<file path="config.mk">
export PLATFORM = sky130hd
export DESIGN_NAME = rf_write_arbiter_flat
export DESIGN_NICKNAME = d
export VERILOG_FILES = /design/src/rtl/rf_write_arbiter_if.sv /design/src/rtl/rf_write_arbiter.sv /design/src/flat_wrapper.sv
export SDC_FILE = /design/constraint.sdc
export NUM_CORES = 1
export LEC_CHECK = 0
export ABC_AREA = 1
export CAP_MARGIN = 30
export CORE_ASPECT_RATIO = 1.5
export CORE_MARGIN = 2
export CORE_UTILIZATION = 49
export CTS_CLUSTER_DIAMETER = 60
export DETAILED_ROUTE_END_ITERATION = 8
export PLACE_DENSITY = 0.76
export SLEW_MARGIN = 20
export SYNTH_ARGS = -nofsm -noshare
export SYNTH_HDL_FRONTEND = slang
export SYNTH_SLANG_ARGS = --single-unit
</file>
<file path="constraint.sdc">
create_clock -name clk -period 2.9 [get_ports clk]
set_clock_uncertainty 0.05 [all_clocks]
set_input_delay 0.58 -clock clk [delete_from_list [all_inputs] [get_ports clk]]
set_output_delay 0.58 -clock clk [all_outputs]
set_load 0.05 [all_outputs]
</file>
<file path="src/rtl/rf_write_arbiter_if.sv">
// Request-side bundle of the register-file write arbiter: pipeline writeback
// and debug/loader handshakes.
interface rf_write_arbiter_if #(
    parameter int ADW = 5,
    parameter int DPW = 32
);
    logic           wb_valid;
    logic [ADW-1:0] wb_addr;
    logic [DPW-1:0] wb_data;
    logic           wb_ready;
    logic           dbg_valid;
    logic [ADW-1:0] dbg_addr;
    logic [DPW-1:0] dbg_data;
    logic           dbg_ready;

    modport master (
        output wb_valid, wb_addr, wb_data, dbg_valid, dbg_addr, dbg_data,
        input  wb_ready, dbg_ready
    );

    modport slave (
        input  wb_valid, wb_addr, wb_data, dbg_valid, dbg_addr, dbg_data,
        output wb_ready, dbg_ready
    );
endinterface

</file>
<file path="src/rtl/rf_write_arbiter.sv">
// Shares the register-file write port between writeback and a FIFO-buffered
// debug requester. Optional statistics counters under RFARB_STATS_EN.
module rf_write_arbiter #(
    parameter int ADW        = 5,
    parameter int DPW        = 32,
    parameter int FIFO_DEPTH = 4,
    parameter int STARVE_MAX = 8
) (
    input  logic                          clk,
    input  logic                          rst_n,
    rf_write_arbiter_if.slave             bus,
    output logic                          we,
    output logic [ADW-1:0]                addr_3,
    output logic [DPW-1:0]                wd_3,
    output logic                          dbg_pending,
    output logic [$clog2(FIFO_DEPTH):0]   dbg_count
`ifdef RFARB_STATS_EN
    ,
    output logic [15:0]                   stat_force_cnt,
    output logic [15:0]                   stat_x0_drop_cnt
`endif
);
    localparam int PW = $clog2(FIFO_DEPTH);
    localparam int CW = PW + 1;
    localparam int SW = $clog2(STARVE_MAX + 1);

    typedef enum logic {ST_ARB, ST_FORCE} state_t;

    function automatic logic [15:0] sat_inc(input logic [15:0] v);
        return (v == 16'hFFFF) ? v : v + 16'd1;
    endfunction

    state_t         state, state_nxt;
    logic [SW-1:0]  starve, starve_nxt;
    logic [PW-1:0]  wr_ptr, rd_ptr;
    logic [CW-1:0]  count;
    logic [ADW-1:0] mem_addr [FIFO_DEPTH];
    logic [DPW-1:0] mem_data [FIFO_DEPTH];
    logic           empty, full, push, pop;
    logic           grant_wb_p0, grant_dbg_p0, grant_p0;
    logic [ADW-1:0] addr_p0;
    logic [DPW-1:0] data_p0;

    assign empty         = (count == '0);
    assign full          = (count == CW'(FIFO_DEPTH));
    assign bus.dbg_ready = !full;
    assign dbg_pending   = !empty;
    assign dbg_count     = count;
    assign push          = bus.dbg_valid && !full;
    assign pop           = grant_dbg_p0;

    always_comb begin
        state_nxt    = state;
        starve_nxt   = starve;
        bus.wb_ready = 1'b0;
        grant_wb_p0  = 1'b0;
        grant_dbg_p0 = 1'b0;
        case (state)
            ST_ARB: begin
                bus.wb_ready = 1'b1;
                if (bus.wb_valid) begin
                    grant_wb_p0 = 1'b1;
                    if (!empty) begin
                        starve_nxt = starve + SW'(1);
                        if (starve == SW'(STARVE_MAX - 1))
                            state_nxt = ST_FORCE;
                    end
                end else if (!empty) begin
                    grant_dbg_p0 = 1'b1;
                    starve_nxt   = '0;
                end else begin
                    starve_nxt = '0;
                end
            end
            ST_FORCE: begin
                // Writeback is stalled for this one slot so the debug head drains.
                grant_dbg_p0 = !empty;
                starve_nxt   = '0;
                state_nxt    = ST_ARB;
            end
            default: state_nxt = ST_ARB;
        endcase
    end

    assign grant_p0 = grant_wb_p0 || grant_dbg_p0;
    assign addr_p0  = grant_wb_p0 ? bus.wb_addr : mem_addr[rd_ptr];
    assign data_p0  = grant_wb_p0 ? bus.wb_data : mem_data[rd_ptr];

    always_ff @(posedge clk or negedge rst_n) begin
        if (!rst_n) begin
            state  <= ST_ARB;
            starve <= '0;
            wr_ptr <= '0;
            rd_ptr <= '0;
            count  <= '0;
        end else begin
            state  <= state_nxt;
            starve <= starve_nxt;
            if (push) wr_ptr <= wr_ptr + PW'(1);
            if (pop)  rd_ptr <= rd_ptr + PW'(1);
            case ({push, pop})
                2'b10:   count <= count + CW'(1);
                2'b01:   count <= count - CW'(1);
                default: count <= count;
            endcase
        end
    end

    always_ff @(posedge clk) begin
        if (push) begin
            mem_addr[wr_ptr] <= bus.dbg_addr;
            mem_data[wr_ptr] <= bus.dbg_data;
        end
    end

    // ---- grant stage -> registered write port ----
    always_ff @(posedge clk or negedge rst_n) begin
        if (!rst_n) begin
            we     <= 1'b0;
            addr_3 <= '0;
            wd_3   <= '0;
        end else begin
            // x0 is architecturally zero: consume the request but suppress the write.
            we <= grant_p0 && (addr_p0 != '0);
            if (grant_p0) begin
                addr_3 <= addr_p0;
                wd_3   <= data_p0;
            end
        end
    end

`ifdef RFARB_STATS_EN
    always_ff @(posedge clk or negedge rst_n) begin
        if (!rst_n) begin
            stat_force_cnt   <= '0;
            stat_x0_drop_cnt <= '0;
        end else begin
            if (state == ST_FORCE)
                stat_force_cnt <= sat_inc(stat_force_cnt);
            if (grant_p0 && (addr_p0 == '0))
                stat_x0_drop_cnt <= sat_inc(stat_x0_drop_cnt);
        end
    end
`endif
endmodule

</file>
<file path="src/flat_wrapper.sv">
// flat-port wrapper written by rule: the top's interface ports become plain ports
module rf_write_arbiter_flat 
#(
    parameter int ADW        = 5,
    parameter int DPW        = 32,
    parameter int FIFO_DEPTH = 4,
    parameter int STARVE_MAX = 8
)
  (clk, rst_n, we, addr_3, wd_3, dbg_pending, dbg_count, bus_wb_valid, bus_wb_addr, bus_wb_data, bus_dbg_valid, bus_dbg_addr, bus_dbg_data, bus_wb_ready, bus_dbg_ready);
  rf_write_arbiter_if #(.ADW(ADW), .DPW(DPW)) bus_i ();
  input  logic clk;
  input  logic rst_n;
  output logic we;
  output logic [ADW-1:0] addr_3;
  output logic [DPW-1:0] wd_3;
  output logic dbg_pending;
  output logic [$clog2(FIFO_DEPTH):0] dbg_count;
  input wire logic [$bits(bus_i.wb_valid)-1:0] bus_wb_valid;
  input wire logic [$bits(bus_i.wb_addr)-1:0] bus_wb_addr;
  input wire logic [$bits(bus_i.wb_data)-1:0] bus_wb_data;
  input wire logic [$bits(bus_i.dbg_valid)-1:0] bus_dbg_valid;
  input wire logic [$bits(bus_i.dbg_addr)-1:0] bus_dbg_addr;
  input wire logic [$bits(bus_i.dbg_data)-1:0] bus_dbg_data;
  output wire logic [$bits(bus_i.wb_ready)-1:0] bus_wb_ready;
  output wire logic [$bits(bus_i.dbg_ready)-1:0] bus_dbg_ready;
  assign bus_i.wb_valid = bus_wb_valid;
  assign bus_i.wb_addr = bus_wb_addr;
  assign bus_i.wb_data = bus_wb_data;
  assign bus_i.dbg_valid = bus_dbg_valid;
  assign bus_i.dbg_addr = bus_dbg_addr;
  assign bus_i.dbg_data = bus_dbg_data;
  assign bus_wb_ready = bus_i.wb_ready;
  assign bus_dbg_ready = bus_i.dbg_ready;
  rf_write_arbiter #(.ADW(ADW), .DPW(DPW), .FIFO_DEPTH(FIFO_DEPTH), .STARVE_MAX(STARVE_MAX)) u_core (.clk(clk), .rst_n(rst_n), .bus(bus_i), .we(we), .addr_3(addr_3), .wd_3(wd_3), .dbg_pending(dbg_pending), .dbg_count(dbg_count));
endmodule
</file>
## Word-level counts from Yosys, hierarchy flattened

Memories as Yosys holds them, arrays and structs flattened.
Index checks and enable logic that the tools add are counted.
W data, S select, Z words.

| word-level totals | value |
|---|---|
| register bits after elaboration | 50 |
| latch bits | 0 |
| memory bits (writable) | 148 |
| ROM bits | 0 |
| input bits | 78 |
| output and inout bits | 44 |
| word-level logic and storage cells | 47 |
| memories kept | 2 |

Memories:

| name | depth | bits a word | read ports | clocked after memory_dff | wr ports | line | RTL |
|---|---|---|---|---|---|---|---|
| u_core.mem_data | 4 | 32 | 1 | 0 | 1 | rf_write_arbiter.sv:38 | `logic [DPW-1:0] mem_data [FIFO_DEPTH];` |
| u_core.mem_addr | 4 | 5 | 1 | 0 | 1 | rf_write_arbiter.sv:37 | `logic [ADW-1:0] mem_addr [FIFO_DEPTH];` |

| operators by class | value |
|---|---|
| $add $sub $neg | 5 |
| $mul | 0 |
| div/mod/pow operators | 0 |
| order comparisons | 0 |
| equal/unequal tests | 5 |
| shift operators | 0 |
| mux-type cells | 18 |
| bitwise operators | 1 |
| reductions and logical operators | 8 |

Operator list:

| cell | count |
|---|---|
| $mux W32 | 1 |
| $mux W1 | 10 |
| $mux W4 | 2 |
| $pmux W4 S2 | 1 |
| $pmux W3 S2 | 1 |
| $mux W5 | 1 |
| $reduce_bool A5 Y1 | 1 |
| $add A2 B1 Y2 const B | 2 |
| $add A4 B1 Y4 const B | 1 |
| $eq A4 B3 Y1 const B | 1 |
| $pmux W1 S2 | 2 |
| $add A3 B1 Y3 const B | 1 |
| $eq A3 B3 Y1 const B | 1 |
| $logic_not A3 Y1 | 1 |
| $ne A3 B3 Y1 const B | 1 |
| $sub A3 B1 Y3 const B | 1 |
| $eq A2 B1 Y1 const B | 1 |
| $eq A2 B2 Y1 const B | 1 |
| $logic_and A1 B1 Y1 | 2 |
| $logic_not A1 Y1 | 2 |
| $reduce_bool A2 Y1 | 1 |
| $logic_or A1 B1 Y1 | 1 |
| $not A1 Y1 | 1 |

## Logic depth before layout (Yosys ltp)

Gate-level depths: netlist (run 1).

| logic depth | value |
|---|---|
| word-level depth | 6 |
| gate-level depth with buffers | 11 |
| depth with buffers taken out | 10 |

## Least setup slack after synthesis (run 1)

Ideal clock, no wire load.

| timing | value |
|---|---|
| kind | reg-to-reg |
| start point | reg u_core.count[1], in the netlist u_core.dbg_count[1] |
| end point | mem u_core.mem_addr[0][0], enable pin |
| setup time | 0.431 ns |
| arrival time | 3.049 ns |
| data required time | 2.419 ns |
| path slack | -0.630 ns |
| cell stages (with the launch flop) | 5 |
| buffers on the path | 0 |
| period minus slack after synthesis | 3.530 ns |
| path through | dfrtp_1 -> nor2_4 -> nand2_1 -> nand2_1 -> nor2_1 |

| on the way | value |
|---|---|
| cells in the longest elaborated chain, start to end | 5 |

RTL lines:

| item | line | RTL |
|---|---|---|
| start, declared | rf_write_arbiter.sv:36 | `logic [CW-1:0] count;` |
| start signal, assigned | rf_write_arbiter.sv:102 | `2'b10: count <= count + CW'(1);` |
| start signal, assigned | rf_write_arbiter.sv:103 | `2'b01: count <= count - CW'(1);` |
| start signal, assigned | rf_write_arbiter.sv:104 | `default: count <= count;` |
| $eq A3 B3 Y1 | rf_write_arbiter.sv:45 | `assign full = (count == CW'(FIFO_DEPTH));` |
| $logic_not A1 Y1 | - |  |
| named net bus_dbg_ready | flat_wrapper.sv:25 | `output wire logic [$bits(bus_i.dbg_ready)-1:0] bus_dbg_ready;` |
| $logic_and A1 B1 Y1 | rf_write_arbiter.sv:49 | `assign push = bus.dbg_valid && !full;` |
| $mux W1 | rf_write_arbiter.sv:110 | `if (push) begin` |
| $mux W1 (not written as such) | rf_write_arbiter.sv:111 | `mem_addr[wr_ptr] <= bus.dbg_addr;` |
| end, declared | rf_write_arbiter.sv:37 |  |

The timed path passes the listed nets, and every way through them passes these cells.

## Final worst setup path (run 1)

| timing | value |
|---|---|
| start point | reg u_core.count[0], in the netlist u_core.dbg_count[0] |
| end point | out dbg_pending |

| on the way | value |
|---|---|
| cells in the longest elaborated chain, start to end | 2 |

RTL lines:

| item | line | RTL |
|---|---|---|
| $logic_not A3 Y1 | rf_write_arbiter.sv:44 | `assign empty = (count == '0);` |
| $logic_not A1 Y1 | rf_write_arbiter.sv:47 | `assign dbg_pending = !empty;` |
| end, declared | flat_wrapper.sv:16 | `output logic dbg_pending;` |

Every way passes these cells.

==> flow_metrics.tcl, run 1 <==
set metrics [dict create \
    start_kind "register" \
    setup_viol 0 \
    final.period_utilization 0.8634 \
    antenna_found_initial 1 \
    fmax_ghz 0.3994 \
    p_comb_frac 0.394 \
    nNetsFinal 866 \
    grt_max_degree 76 \
    r2r_cells 9 \
    seq_area_frac_synth 0.7131 \
    intPower_mw 6.549 \
    peakVddDrop_uv 582.5 \
    rows 57 \
    area_delta_synth_final_pct 25.72 \
    power_mw 10.84 \
    pwr-share-seq 0.381 \
    worstPathMaxFanout 8 \
    detailedPlacementHpwl_mm 11.55 \
    synthTopCellsByArea "edfxtp_1 (56%), dfrtp_1 (16%), nor2_1 (5.1%), o21ai_0 (4.6%), o21ai_1 (4.0%)" \
    grtUsageTotal 0.2201 \
    core_um2 16050 \
    top_usage_layer "met2" \
    power_density_nw_per_um2 1080 \
    ys_seq_elements 198 \
    postLayoutCellArea_um2 10040 \
    cts_buffers 17 \
    h-tree-depth 4 \
    root_buffer "clkbuf_16" \
    slew_headroom 0.4553 \
    hold_viol 0 \
    dieArea_um2 17360 \
    cts_tree "yes" \
    critPathKind "reg -> out" \
    min_period_ns 2.504 \
    switching_power_mw 4.295 \
    cts_sinks 198 \
    routed_wl_mm 18.39 \
    clockBufferDepth 2 \
    die_y_um 160.4 \
    mappedNetlistArea_um2 7986 \
    drc 0 \
    synth_top_area_frac 0.5565 \
    hp-class "in -> async" \
    hold_buffers 0 \
    final_antenna_net_count 0 \
    drtIter0Drc 457 \
    met3_usage 0.03571 \
    clk_latency_ns 0.42 \
    placed_area_um2 9422 \
    gp_congestion 0.7690 \
    synth.distinct_cells 29 \
    yosys_warnings 0 \
    cts-resized-gates 0 \
    grtUsageMet1 0.2616 \
    p_leak_nw 3.664 \
    drv_cap 0 \
    startpoint "u_core.dbg_count[0]$_DFFE_PN0P_" \
    rsz0062_at_grt "false" \
    wire_per_inst_um 18.37 \
    io_pins 122 \
    worst_pin_slew_ns 0.8170 \
    drt-pass1-iter-count 5 \
    switching_share 0.3961 \
    grt_pass1_wl_mm 29.19 \
    grt_overflow_total 0 \
    r2r_slack_ns 0.93 \
    num_vias 5524 \
    cp_data_arrival_time_ns 1.87 \
    p_clk_frac 0.225 \
    synth_cells 660 \
    drv_slew 0 \
    required_ns 2.27 \
    path_clk_slew_ns 0.07 \
    die_w_um 108.2 \
    cts_setup_buffers 0 \
    endpoint_kind "primary output" \
    yosysTopAreaCell "edfxtp_1" \
    portBuffers 121 \
    r2r-start "u_core.dbg_count[1]$_DFFE_PN0P_" \
    status "completed" \
    drive_above_1_share 0.1033 \
    use_met2 0.3934 \
    first_global_vias 5809 \
    critPathCapture "dbg_pending" \
    avgSynthCellArea_um2 12.10 \
    initial_core_util 0.4977 \
    r2r-end "u_core.dbg_count[2]$_DFFE_PN0P_" \
    vias_per_cell 5.518 \
    synth_fp_nets 745 \
]
## cells in the final DEF, fill, tap and decap left out, drive strengths merged
cell	count
a21oi	4
buf	20
bufinv	3
clkbuf	17
clkdlybuf4s50	120
clkinv	5
clkinvlp	1
dfrtp	50
diode	1
edfxtp	148
fa	1
ha	6
inv	37
nand2	74
nand3	19
nor2	110
nor3	1
o21ai	139
o22ai	32
or2	3
xnor2	1
xor2	3
## how the worst min path moves through the flow
stage                            startpoint                            to
6_report                              rst_n           u_core.we$_DFF_PN0_
5_1_grt                               rst_n  u_core.addr_3[0]$_DFFE_PN0P_
4_1_cts                               rst_n           u_core.we$_DFF_PN0_
3_5_place_dp   u_core.starve[3]$_DFFE_PN0P_        u_core.state$_DFF_PN0_
3_3_place_gp   u_core.starve[3]$_DFFE_PN0P_        u_core.state$_DFF_PN0_
2_1_floorplan                         rst_n  u_core.addr_3[0]$_DFFE_PN0P_
## routing by layer
| metal | vias to the layer above | share of wire |
|---|---|---|
| met2 | 213 | 0.54 |
| met3 | 31 | 0.053 |
| met1 | 2709 | 0.38 |
| met4 | 0 | 0.026 |
| met5 | - | 0 |
| li1 | 2571 | - |
## logic make-up (layout without fill, tap and decap cells)
family          Yosys count  count (layout)  synth area share
simple gates            207             207            0.1115
flops                   198             198            0.7131
compound gates          175             175            0.1156
buf+inv                  69             203           0.04340
fa+ha+maj                 7               7           0.01191
xor+xnor                  4               4          0.004387
other cells               0               1                 0
## synth_stat cells (all sizes together)
cell type / number
edfxtp: 148
o21ai: 139
nor2: 110
nand2: 74
dfrtp: 50
buf: 32
o22ai: 32
inv: 31
nand3: 19
clkbuf: 6
ha: 6
a21oi: 4
or2: 3
xor2: 3
fa: 1
nor3: 1
xnor2: 1
## state kept, by name, indices dropped and copies added (netlist names)
register and count:
u_core.addr_3 5, u_core.starve 4, u_core.state 1, u_core.mem_data 128
u_core.we 1, u_core.rd_ptr 2, u_core.wd_3 32, u_core.wr_ptr 2
u_core.mem_addr 20, u_core.dbg_count 3
## critical path, cell delays in order (launching register included)
cell and delay [ns]:
dfrtp_1 0.45, nor2_4 0.06, nand2_4 0.13, clkdlybuf4s50_1 0.82
## cell type report
type	instances	area, µm²
repair buffers	140	1374
inverters	31	118.9
flip-flops and latches	198	5697
multi-input cells	393	1974
fillers	1176	6006
well taps	206	257.7
clock inverters	15	191.4
clock buffers	17	425.4
diodes	1	2.502
## through the flow
stage | util | hold slack, ns | TNS (ns) | std cells | worst slack (ns)
finish | 0.6257 | 0.08274 | 0 | 1001 | 0.3960
global route | 0.6257 | 0.1132 | 0 | 1001 | 0.3157
CTS | 0.6256 | 0.08789 | 0 | 1000 | 0.3672
detailed placement | 0.5871 | 0.4027 | 0 | 968 | 0.4405
global placement | 0.5871 | 0.3992 | 0 | 968 | 0.4556
floorplan | - | 0.2344 | -10.05 | 660 | -0.06791
## power groups by stage
stage / logic, mW / registers, mW / clock network, mW
2_1_floorplan: 1.91 / 5.14 / 0
3_3_place_gp: 4.12 / 4.14 / 0
3_5_place_dp: 4.25 / 4.17 / 0
4_1_cts: 4.29 / 4.13 / 2.46
5_1_grt: 4.59 / 4.20 / 2.57
6_report: 4.27 / 4.13 / 2.44
(Power assumes the default switching activity.)
==> run 2, diff against run 1 <==
--- a/config.mk
+++ b/config.mk
@@ -17,3 +17,4 @@
 export SYNTH_ARGS = -nofsm -noshare
 export SYNTH_HDL_FRONTEND = slang
 export SYNTH_SLANG_ARGS = --single-unit
+export TNS_END_PERCENT = 100
==> results of run 2 <==
No change in the layout: final DEF, timing and power equal those of run 1.
